--- src/rtl/tick_bcd_counter_pkg.sv ---
// tick_bcd_counter_pkg
//   Shared definitions for the tick-driven BCD counter:
//   - bcd_t        : two-digit BCD count (tens, ones)
//   - SEG_*        : active-high 7-segment patterns, bit order {g,f,e,d,c,b,a}
//   - mod_is_legal : modulus legality check (2..100), used at elaboration
//   - bcd_limit    : splits MOD-1 into its tens/ones digits
package tick_bcd_counter_pkg;

  localparam int unsigned MOD_MIN = 2;
  localparam int unsigned MOD_MAX = 100;

  localparam logic [3:0] DIGIT_MAX = 4'd9;

  typedef struct packed {
    logic [3:0] tens;
    logic [3:0] ones;
  } bcd_t;

  localparam logic [6:0] SEG_0     = 7'b0111111;
  localparam logic [6:0] SEG_1     = 7'b0000110;
  localparam logic [6:0] SEG_2     = 7'b1011011;
  localparam logic [6:0] SEG_3     = 7'b1001111;
  localparam logic [6:0] SEG_4     = 7'b1100110;
  localparam logic [6:0] SEG_5     = 7'b1101101;
  localparam logic [6:0] SEG_6     = 7'b1111101;
  localparam logic [6:0] SEG_7     = 7'b0000111;
  localparam logic [6:0] SEG_8     = 7'b1111111;
  localparam logic [6:0] SEG_9     = 7'b1101111;
  localparam logic [6:0] SEG_BLANK = 7'b0000000;

  function automatic bit mod_is_legal(input int unsigned m);
    return (m >= MOD_MIN) && (m <= MOD_MAX);
  endfunction

  // Highest reachable count (MOD-1) expressed directly as BCD digits.
  function automatic bcd_t bcd_limit(input int unsigned m);
    bcd_t r;
    r.tens = 4'((m - 1) / 10);
    r.ones = 4'((m - 1) % 10);
    return r;
  endfunction

endpackage

--- src/rtl/tick_bcd_counter_if.sv ---
// tick_bcd_counter_if
//   Control and display bundle of the tick-driven BCD counter.
//   Controls : tick_in (async slow square wave), en, up, clr
//   Display  : ones/tens (BCD), seg_ones/seg_tens (7-segment)
//   Strobes  : step (edge seen), wrap (modulus boundary crossed)
//   master : drives the controls, observes the display/strobes
//   slave  : the counter itself
interface tick_bcd_counter_if;

  logic       tick_in;
  logic       en;
  logic       up;
  logic       clr;
  logic [3:0] ones;
  logic [3:0] tens;
  logic [6:0] seg_ones;
  logic [6:0] seg_tens;
  logic       step;
  logic       wrap;

  modport master (
    output tick_in, en, up, clr,
    input  ones, tens, seg_ones, seg_tens, step, wrap
  );

  modport slave (
    input  tick_in, en, up, clr,
    output ones, tens, seg_ones, seg_tens, step, wrap
  );

endinterface

--- src/rtl/seg7_decode.sv ---
// seg7_decode
//   Purely combinational BCD digit to 7-segment pattern decoder.
//   digit : 4-bit BCD digit in (0..9)
//   seg   : active-high pattern {g,f,e,d,c,b,a}; blank for codes 10..15
module seg7_decode
  import tick_bcd_counter_pkg::*;
(
  input  logic [3:0] digit,
  output logic [6:0] seg
);

  always_comb begin
    seg = SEG_BLANK;
    unique case (digit)
      4'd0:    seg = SEG_0;
      4'd1:    seg = SEG_1;
      4'd2:    seg = SEG_2;
      4'd3:    seg = SEG_3;
      4'd4:    seg = SEG_4;
      4'd5:    seg = SEG_5;
      4'd6:    seg = SEG_6;
      4'd7:    seg = SEG_7;
      4'd8:    seg = SEG_8;
      4'd9:    seg = SEG_9;
      default: seg = SEG_BLANK;
    endcase
  end

endmodule

--- src/rtl/tick_bcd_counter.sv ---
// tick_bcd_counter
//   Synchronises the divided slow square wave, detects its rising edges and
//   steps a two-digit BCD modulo-MOD counter up or down on each one.
//   modulus parameter : 2..100; count runs 0..MOD-1
//   clk   : system clock
//   rst_n : asynchronous active-low reset
//   bus   : slave side of tick_bcd_counter_if
//           (tick_in/en/up/clr in; ones/tens/seg_ones/seg_tens/step/wrap out)
module tick_bcd_counter
  import tick_bcd_counter_pkg::*;
#(
  parameter int unsigned MOD = 60
) (
  input logic                clk,
  input logic                rst_n,
  tick_bcd_counter_if.slave  bus
);

  if (!mod_is_legal(MOD)) begin : g_mod_check
    $error("tick_bcd_counter: MOD=%0d outside legal range 2..100", MOD);
  end

  localparam bcd_t TOP = bcd_limit(MOD);

  // ---------------------------------------------------------------------
  // Synchroniser and rising-edge detect. s3 resets low, so a tick_in that
  // is already high when reset releases is reported as one rising edge.
  // ---------------------------------------------------------------------
  logic s1;
  logic s2;
  logic s3;
  logic edge_seen;

  always_ff @(posedge clk or negedge rst_n) begin
    if (!rst_n) begin
      s1 <= 1'b0;
      s2 <= 1'b0;
      s3 <= 1'b0;
    end else begin
      s1 <= bus.tick_in;
      s2 <= s1;
      s3 <= s2;
    end
  end

  assign edge_seen = s2 & ~s3;

  // ---------------------------------------------------------------------
  // BCD counter. Priority: clr, then enabled edge, then hold.
  // ---------------------------------------------------------------------
  bcd_t cnt;
  bcd_t cnt_nxt;
  logic wrap_nxt;
  logic step_q;
  logic wrap_q;

  always_comb begin
    cnt_nxt  = cnt;
    wrap_nxt = 1'b0;
    if (bus.clr) begin
      cnt_nxt = '0;
    end else if (edge_seen && bus.en) begin
      if (bus.up) begin
        if (cnt == TOP) begin
          cnt_nxt  = '0;
          wrap_nxt = 1'b1;
        end else if (cnt.ones == DIGIT_MAX) begin
          cnt_nxt.ones = '0;
          cnt_nxt.tens = cnt.tens + 4'd1;
        end else begin
          cnt_nxt.ones = cnt.ones + 4'd1;
        end
      end else begin
        if (cnt == '0) begin
          cnt_nxt  = TOP;
          wrap_nxt = 1'b1;
        end else if (cnt.ones == '0) begin
          cnt_nxt.ones = DIGIT_MAX;
          cnt_nxt.tens = cnt.tens - 4'd1;
        end else begin
          cnt_nxt.ones = cnt.ones - 4'd1;
        end
      end
    end
  end

  // step follows every detected edge, even when clr or en=0 suppress counting.
  always_ff @(posedge clk or negedge rst_n) begin
    if (!rst_n) begin
      cnt    <= '0;
      step_q <= 1'b0;
      wrap_q <= 1'b0;
    end else begin
      cnt    <= cnt_nxt;
      step_q <= edge_seen;
      wrap_q <= wrap_nxt;
    end
  end

  // ---------------------------------------------------------------------
  // Display outputs
  // ---------------------------------------------------------------------
  logic [6:0] seg_ones;
  logic [6:0] seg_tens;

  seg7_decode u_seg_ones (
    .digit (cnt.ones),
    .seg   (seg_ones)
  );

  seg7_decode u_seg_tens (
    .digit (cnt.tens),
    .seg   (seg_tens)
  );

  assign bus.ones     = cnt.ones;
  assign bus.tens     = cnt.tens;
  assign bus.seg_ones = seg_ones;
  assign bus.seg_tens = seg_tens;
  assign bus.step     = step_q;
  assign bus.wrap     = wrap_q;

endmodule

--- src/flat_wrapper.sv ---
// flat-port wrapper written by rule: the top's interface ports become plain ports
module tick_bcd_counter_flat import tick_bcd_counter_pkg::*;
#(
  parameter int unsigned MOD = 60
)
  (clk, rst_n, bus_tick_in, bus_en, bus_up, bus_clr, bus_ones, bus_tens, bus_seg_ones, bus_seg_tens, bus_step, bus_wrap);
  tick_bcd_counter_if bus_i ();
  input logic clk;
  input logic rst_n;
  input wire logic [$bits(bus_i.tick_in)-1:0] bus_tick_in;
  input wire logic [$bits(bus_i.en)-1:0] bus_en;
  input wire logic [$bits(bus_i.up)-1:0] bus_up;
  input wire logic [$bits(bus_i.clr)-1:0] bus_clr;
  output wire logic [$bits(bus_i.ones)-1:0] bus_ones;
  output wire logic [$bits(bus_i.tens)-1:0] bus_tens;
  output wire logic [$bits(bus_i.seg_ones)-1:0] bus_seg_ones;
  output wire logic [$bits(bus_i.seg_tens)-1:0] bus_seg_tens;
  output wire logic [$bits(bus_i.step)-1:0] bus_step;
  output wire logic [$bits(bus_i.wrap)-1:0] bus_wrap;
  assign bus_i.tick_in = bus_tick_in;
  assign bus_i.en = bus_en;
  assign bus_i.up = bus_up;
  assign bus_i.clr = bus_clr;
  assign bus_ones = bus_i.ones;
  assign bus_tens = bus_i.tens;
  assign bus_seg_ones = bus_i.seg_ones;
  assign bus_seg_tens = bus_i.seg_tens;
  assign bus_step = bus_i.step;
  assign bus_wrap = bus_i.wrap;
  tick_bcd_counter #(.MOD(MOD)) u_core (.clk(clk), .rst_n(rst_n), .bus(bus_i));
endmodule
--- config.mk ---
export PLATFORM = sky130hd
export DESIGN_NAME = tick_bcd_counter_flat
export DESIGN_NICKNAME = d
export VERILOG_FILES = /design/src/rtl/tick_bcd_counter_pkg.sv /design/src/rtl/tick_bcd_counter_if.sv /design/src/rtl/seg7_decode.sv /design/src/rtl/tick_bcd_counter.sv /design/src/flat_wrapper.sv
export SDC_FILE = /design/constraint.sdc
export NUM_CORES = 1
export LEC_CHECK = 0
export ABC_AREA = 1
export BUFFER_PORTS_ARGS = -buffer_cell sky130_fd_sc_hd__clkbuf_2
export CAP_MARGIN = 20
export CORE_MARGIN = 8
export CORE_UTILIZATION = 30
export CTS_CLUSTER_SIZE = 16
export DETAILED_ROUTE_END_ITERATION = 8
export GPL_ROUTABILITY_DRIVEN = 1
export PLACE_DENSITY = 0.48
export SYNTH_ARGS = -nofsm -noshare
export SYNTH_HDL_FRONTEND = slang
export SYNTH_SLANG_ARGS = --single-unit
--- constraint.sdc ---
create_clock -name clk -period 1.69 [get_ports clk]
set_input_delay 0.169 -clock clk [delete_from_list [all_inputs] [get_ports clk]]
set_output_delay 0.169 -clock clk [all_outputs]
set_load 0.01 [all_outputs]
# Word-level counts from Yosys, hierarchy flattened
# Memories as Yosys holds them, arrays and structs flattened.
# Index checks and enable logic that the tools add are counted.
[totals] reg_bits=13 rom_bits=224 input_bits=6 out_inout_bits=24 word_cells=38 n_memories=2
[mem_list] memory="(name not given)" depth=16 word_bits=7 rd=1 rd_ports_with_merged_regs=0 write_ports=0 line="seg7_decode.sv:14" rtl="unique case (digit)"
[mem_list] memory="(name not given)" depth=16 word_bits=7 rd=1 rd_ports_with_merged_regs=0 write_ports=0 line="seg7_decode.sv:14"
[op_classes] n_addsub=4 n_eq_ne=3 n_mux=14 bitwise=2 reduce_logical=6
[ops] op="$mux W8" count=5
[ops] op="$mux W4" count=4
[ops] op="$add A4 B1 Y4 const B" count=2
[ops] op="$eq A8 B7 Y1 const B" count=1
[ops] op="$logic_not A8 Y1" count=1
[ops] op="$sub A4 B1 Y4 const B" count=2
[ops] op="$mux W1" count=5
[ops] op="$eq A4 B4 Y1 const B" count=1
[ops] op="$logic_not A4 Y1" count=1
[ops] op="$ne A4 B1 Y1 const B" count=1
[ops] op="$reduce_bool A4 Y1" count=1
[ops] op="$reduce_and A3 Y1" count=1
[ops] op="$reduce_bool A2 Y1" count=1
[ops] op="$and A1 B1 Y1" count=1
[ops] op="$logic_and A1 B1 Y1" count=1
[ops] op="$not A1 Y1" count=1

# Logic depth before layout (Yosys ltp)
[logic_depth] ltp_word=6 mapped_depth=9 ltp_nobuf=9

# Cells and area by module
# A second synthesis with hierarchy kept.
[unflattened] cells_unflattened=206 hier_area_um2=1313.8
[modules_own_cells] module="tick_bcd_counter" instances=1 cells_each=128 area_per_inst_um2=893.4 seq_area_each_um2=325.3
[modules_own_cells] module="seg7_decode" instances=2 cells_each=39 area_per_inst_um2=210.2 seq_area_each_um2=0.0

# Least setup slack after synthesis
# OpenSTA, ideal clock, no wires.
[synth_timing] path_type="register to output" from="register u_core.cnt, in the netlist u_core.bus.tens[0]" to="output bus_seg_tens[3]" arrival_ps=1461 required_ps=1521 path_slack_ps=60 path_stages_with_launch=7 n_path_buf=0 path_cell_list="dfrtp_1 > inv_1 > ha_1 > inv_1 > o21ai_0 > inv_1 > a21oi_1"
[synth_via] elab_chain_cells=1
[synth_lines] item="start: declaration" line="tick_bcd_counter.sv:51" rtl="bcd_t cnt;"
[synth_lines] item="start signal: assignment" line="tick_bcd_counter.sv:94" rtl="cnt <= cnt_nxt;"
[synth_lines] item="$mem_v2 Z16 W7"
[synth_lines] item="end: declaration" line="flat_wrapper.sv:17" rtl="output wire logic [$bits(bus_i.seg_tens)-1:0] bus_seg_tens;"
# No other way between the ends.

# Worst setup path after layout
[layout_timing] from="register u_core.cnt, in the netlist u_core.bus.tens[0]" to="output bus_seg_tens[0]"
# The elaborated chain is that of the path after synthesis.

==> results_dict.tcl <==
set metrics [dict create \
    outcome "finished, final reports clean" \
    antenna_found_initial 0 \
    start_util_pct 30.63 \
    synth_ff_type "dfrtp_1" \
    worstPathRequired_ns 1.52 \
    num_io_pins 30 \
    num_vias 1201 \
    rsz0062_at_grt "yes" \
    cts_tree "yes" \
    setup_slack_ns 0.04069 \
    skew_ns 0.002481 \
    n_antenna_cell 0 \
    postSynthAreaPerCell_um2 7.093 \
    tightest_slew_ns 0.3204 \
    syn_area_um2 1199 \
    ir_worst_vdd_mv 0.4155 \
    crit_fanout 4 \
    cap_violations 0 \
    power_density_nw_per_um2 498.5 \
    die_h_um 79.21 \
    post-place-ws_ns 0.1478 \
    syn_nets 191 \
    min_period_ns 1.649 \
    crit_path_start "u_core.bus.tens[0]" \
    worst_setup_path_end_kind "primary output" \
    synth_most_common_cell "nand2_1" \
    grt_first_pass_wirelength_um 5230 \
    dieWidth_um 79.21 \
    leakage_nw 0.8815 \
    drt-initial-drc-count 58 \
    core_area_um2 3914 \
    multi_input_area_um2 814.5 \
    nFillCells 429 \
    async_flop_share_pct 100.0 \
    synthCells 169 \
    ys_seq_elements 13 \
    dr.pass1.iters 4 \
    clockBufferDepth 2 \
    vias_per_cell 4.481 \
    slew_viol_final 0 \
    synth_top_area_cell "dfrtp_1" \
    grt_usage_pct 10.04 \
    fin_util_pct 42.36 \
    synthTopCellsByCount "nand2_1 (44), inv_1 (22), ha_1 (16), nor2_1 (16), dfrtp_1 (13)" \
    hp-class "in2reg" \
    dp_hpwl_um 2510 \
    drc 0 \
    clk_latency_ns 0.23 \
    drive_gt1_share_pct 37.61 \
    hold_viol_final 0 \
    ant_nets 0 \
    ys.warnings.count 0 \
    fin_crit_sh_pct 97.59 \
    synthDistinctLibCells 27 \
    yosysTopAreaCellShare_pct 27.14 \
    seqCellArea_um2 329.1 \
    portBuffers 29 \
    area_delta_synth_final_pct 38.31 \
    tns_ns 0 \
    crit_type "reg2out" \
    whs_ns 0.04207 \
    ys_seq_area_share_pct 27.14 \
    dieArea_um2 6274 \
    clockRootBuffer "clkbuf_8" \
    critPathLaunchType "flop" \
    clock_sinks 13 \
    numCtsBuffers 3 \
    grt_pass1_vias 1145 \
    max-slew-margin-rel_pct 78.64 \
    clk_pin_slew_worst_paths_ns 0.05 \
    setup_viol 0 \
    synth-edff-count 0 \
    timing.fmax_mhz 606.3 \
    netlist_top_cells_area "dfrtp_1 (27%), ha_1 (17%), nand2_1 (14%), inv_1 (6.9%), nand3_1 (5.0%)" \
    gp_congestion 0.8265 \
    r2r-start "u_core.bus.ones[0]" \
    nets 241 \
    std_cell_rows 23 \
    cp.arrival_ns 1.48 \
    hp-start "bus_tick_in" \
    wl_per_cell_um 11.81 \
    htree_levels 1 \
    grt_max_degree 14 \
    gr-total-overflow 0 \
    wl_um 3165 \
]
worst max-delay path, stage by stage (launching register included):
cell	delay, ns
dfrtp_1	0.42
buf_6	0.15
ha_4	0.14
or2_4	0.25
o221ai_2	0.14
buf_2	0.15
cells in the final DEF (no fill, tap or decap), drive strengths merged:
master | synthesis | layout
o31ai | 1 | 1
a31oi | 1 | 1
o21ai | 13 | 13
dlygate4sd3 | 0 | 1
ha | 16 | 16
xnor2 | 3 | 3
inv | 26 | 26
o22ai | 1 | 1
nand3 | 13 | 13
a21oi | 5 | 5
xor2 | 2 | 2
nand4 | 1 | 1
o221ai | 1 | 1
clkbuf | 0 | 27
nand2 | 48 | 48
or2 | 2 | 2
buf | 4 | 25
o311ai | 1 | 1
nor2 | 18 | 18
dfrtp | 13 | 13
layer usage:
metal / track usage (%) / up-vias / routed length, um
li1: - / 631 / -
met4: 3.333 / 0 / 20
met3: 1.806 / 2 / 151
met5: 0 / - / 0
met2: 16.52 / 21 / 1514
met1: 12.84 / 547 / 1479
final timing paths:
check	end	slack (ns)	cells past startpoint
setup / recovery	bus_seg_tens[0]	0.04	5
setup reg to reg	u_core.bus.tens[3]	0.17	9
min in group asynchronous	u_core.s2	0.36	2
hold / removal	u_core.s1	0.04	1
max in group asynchronous	u_core.bus.ones[2]	1.07	2
hold reg to reg	u_core.s2	0.35	0
layout make-up:
type | instances | area share [%]
Multi-Input combinational cell | 126 | 49.13
Timing Repair Buffer | 49 | 18.64
Inverter | 26 | 5.887
Sequential cell | 13 | 19.85
Clock buffer | 4 | 2.717
Tap cell | 50 | 3.774
state kept, by name (all words and copies together), names as in the netlist:
name,flops
u_core.bus.ones,4
u_core.bus.tens,4
u_core.bus.step,1
u_core.bus.wrap,1
u_core.s1,1
u_core.s2,1
u_core.s3,1
what timing repair did:
action | 4_1_cts | 5_1_grt
resized for setup | 13 | 22
hold endpoints to repair | 13 | 0
setup endpoints to repair | 7 | 10
pin swaps | 2 | 6
hold buffers | 1 | 0
setup buffers | 1 | 8
through the flow:
step | cells | total power [mW] | instance area [um2]
finish | 268 | 0.8265 | 1658
global route | 268 | 0.8816 | 1658
CTS | 260 | 0.8279 | 1558
detailed placement | 254 | 0.5411 | 1446
global placement | 254 | 0.5395 | 1446
floorplan | 169 | 0.4649 | 1199
power by group:
| group | switching [mW] | leakage [nW] | total, mW | internal (mW) |
|---|---|---|---|---|
| clock network | 0.0966 | 0.0228 | 0.262 | 0.166 |
| registers | 0.00966 | 0.168 | 0.332 | 0.323 |
| logic | 0.133 | 0.691 | 0.232 | 0.0992 |
logic make-up (layout without fill, tap and decap cells):
logic type      count (synthesis)  after routing  share of synthesized area, %
simple gates                   82             82                         30.79
compound gates                 23             23                         10.65
xor+xnor                        5              5                         3.654
buf+inv                        30             79                         11.06
fa+ha+maj                      16             16                         16.70
flops                          13             13                         27.14
Note: power is estimated with default switching activity, not from simulation.
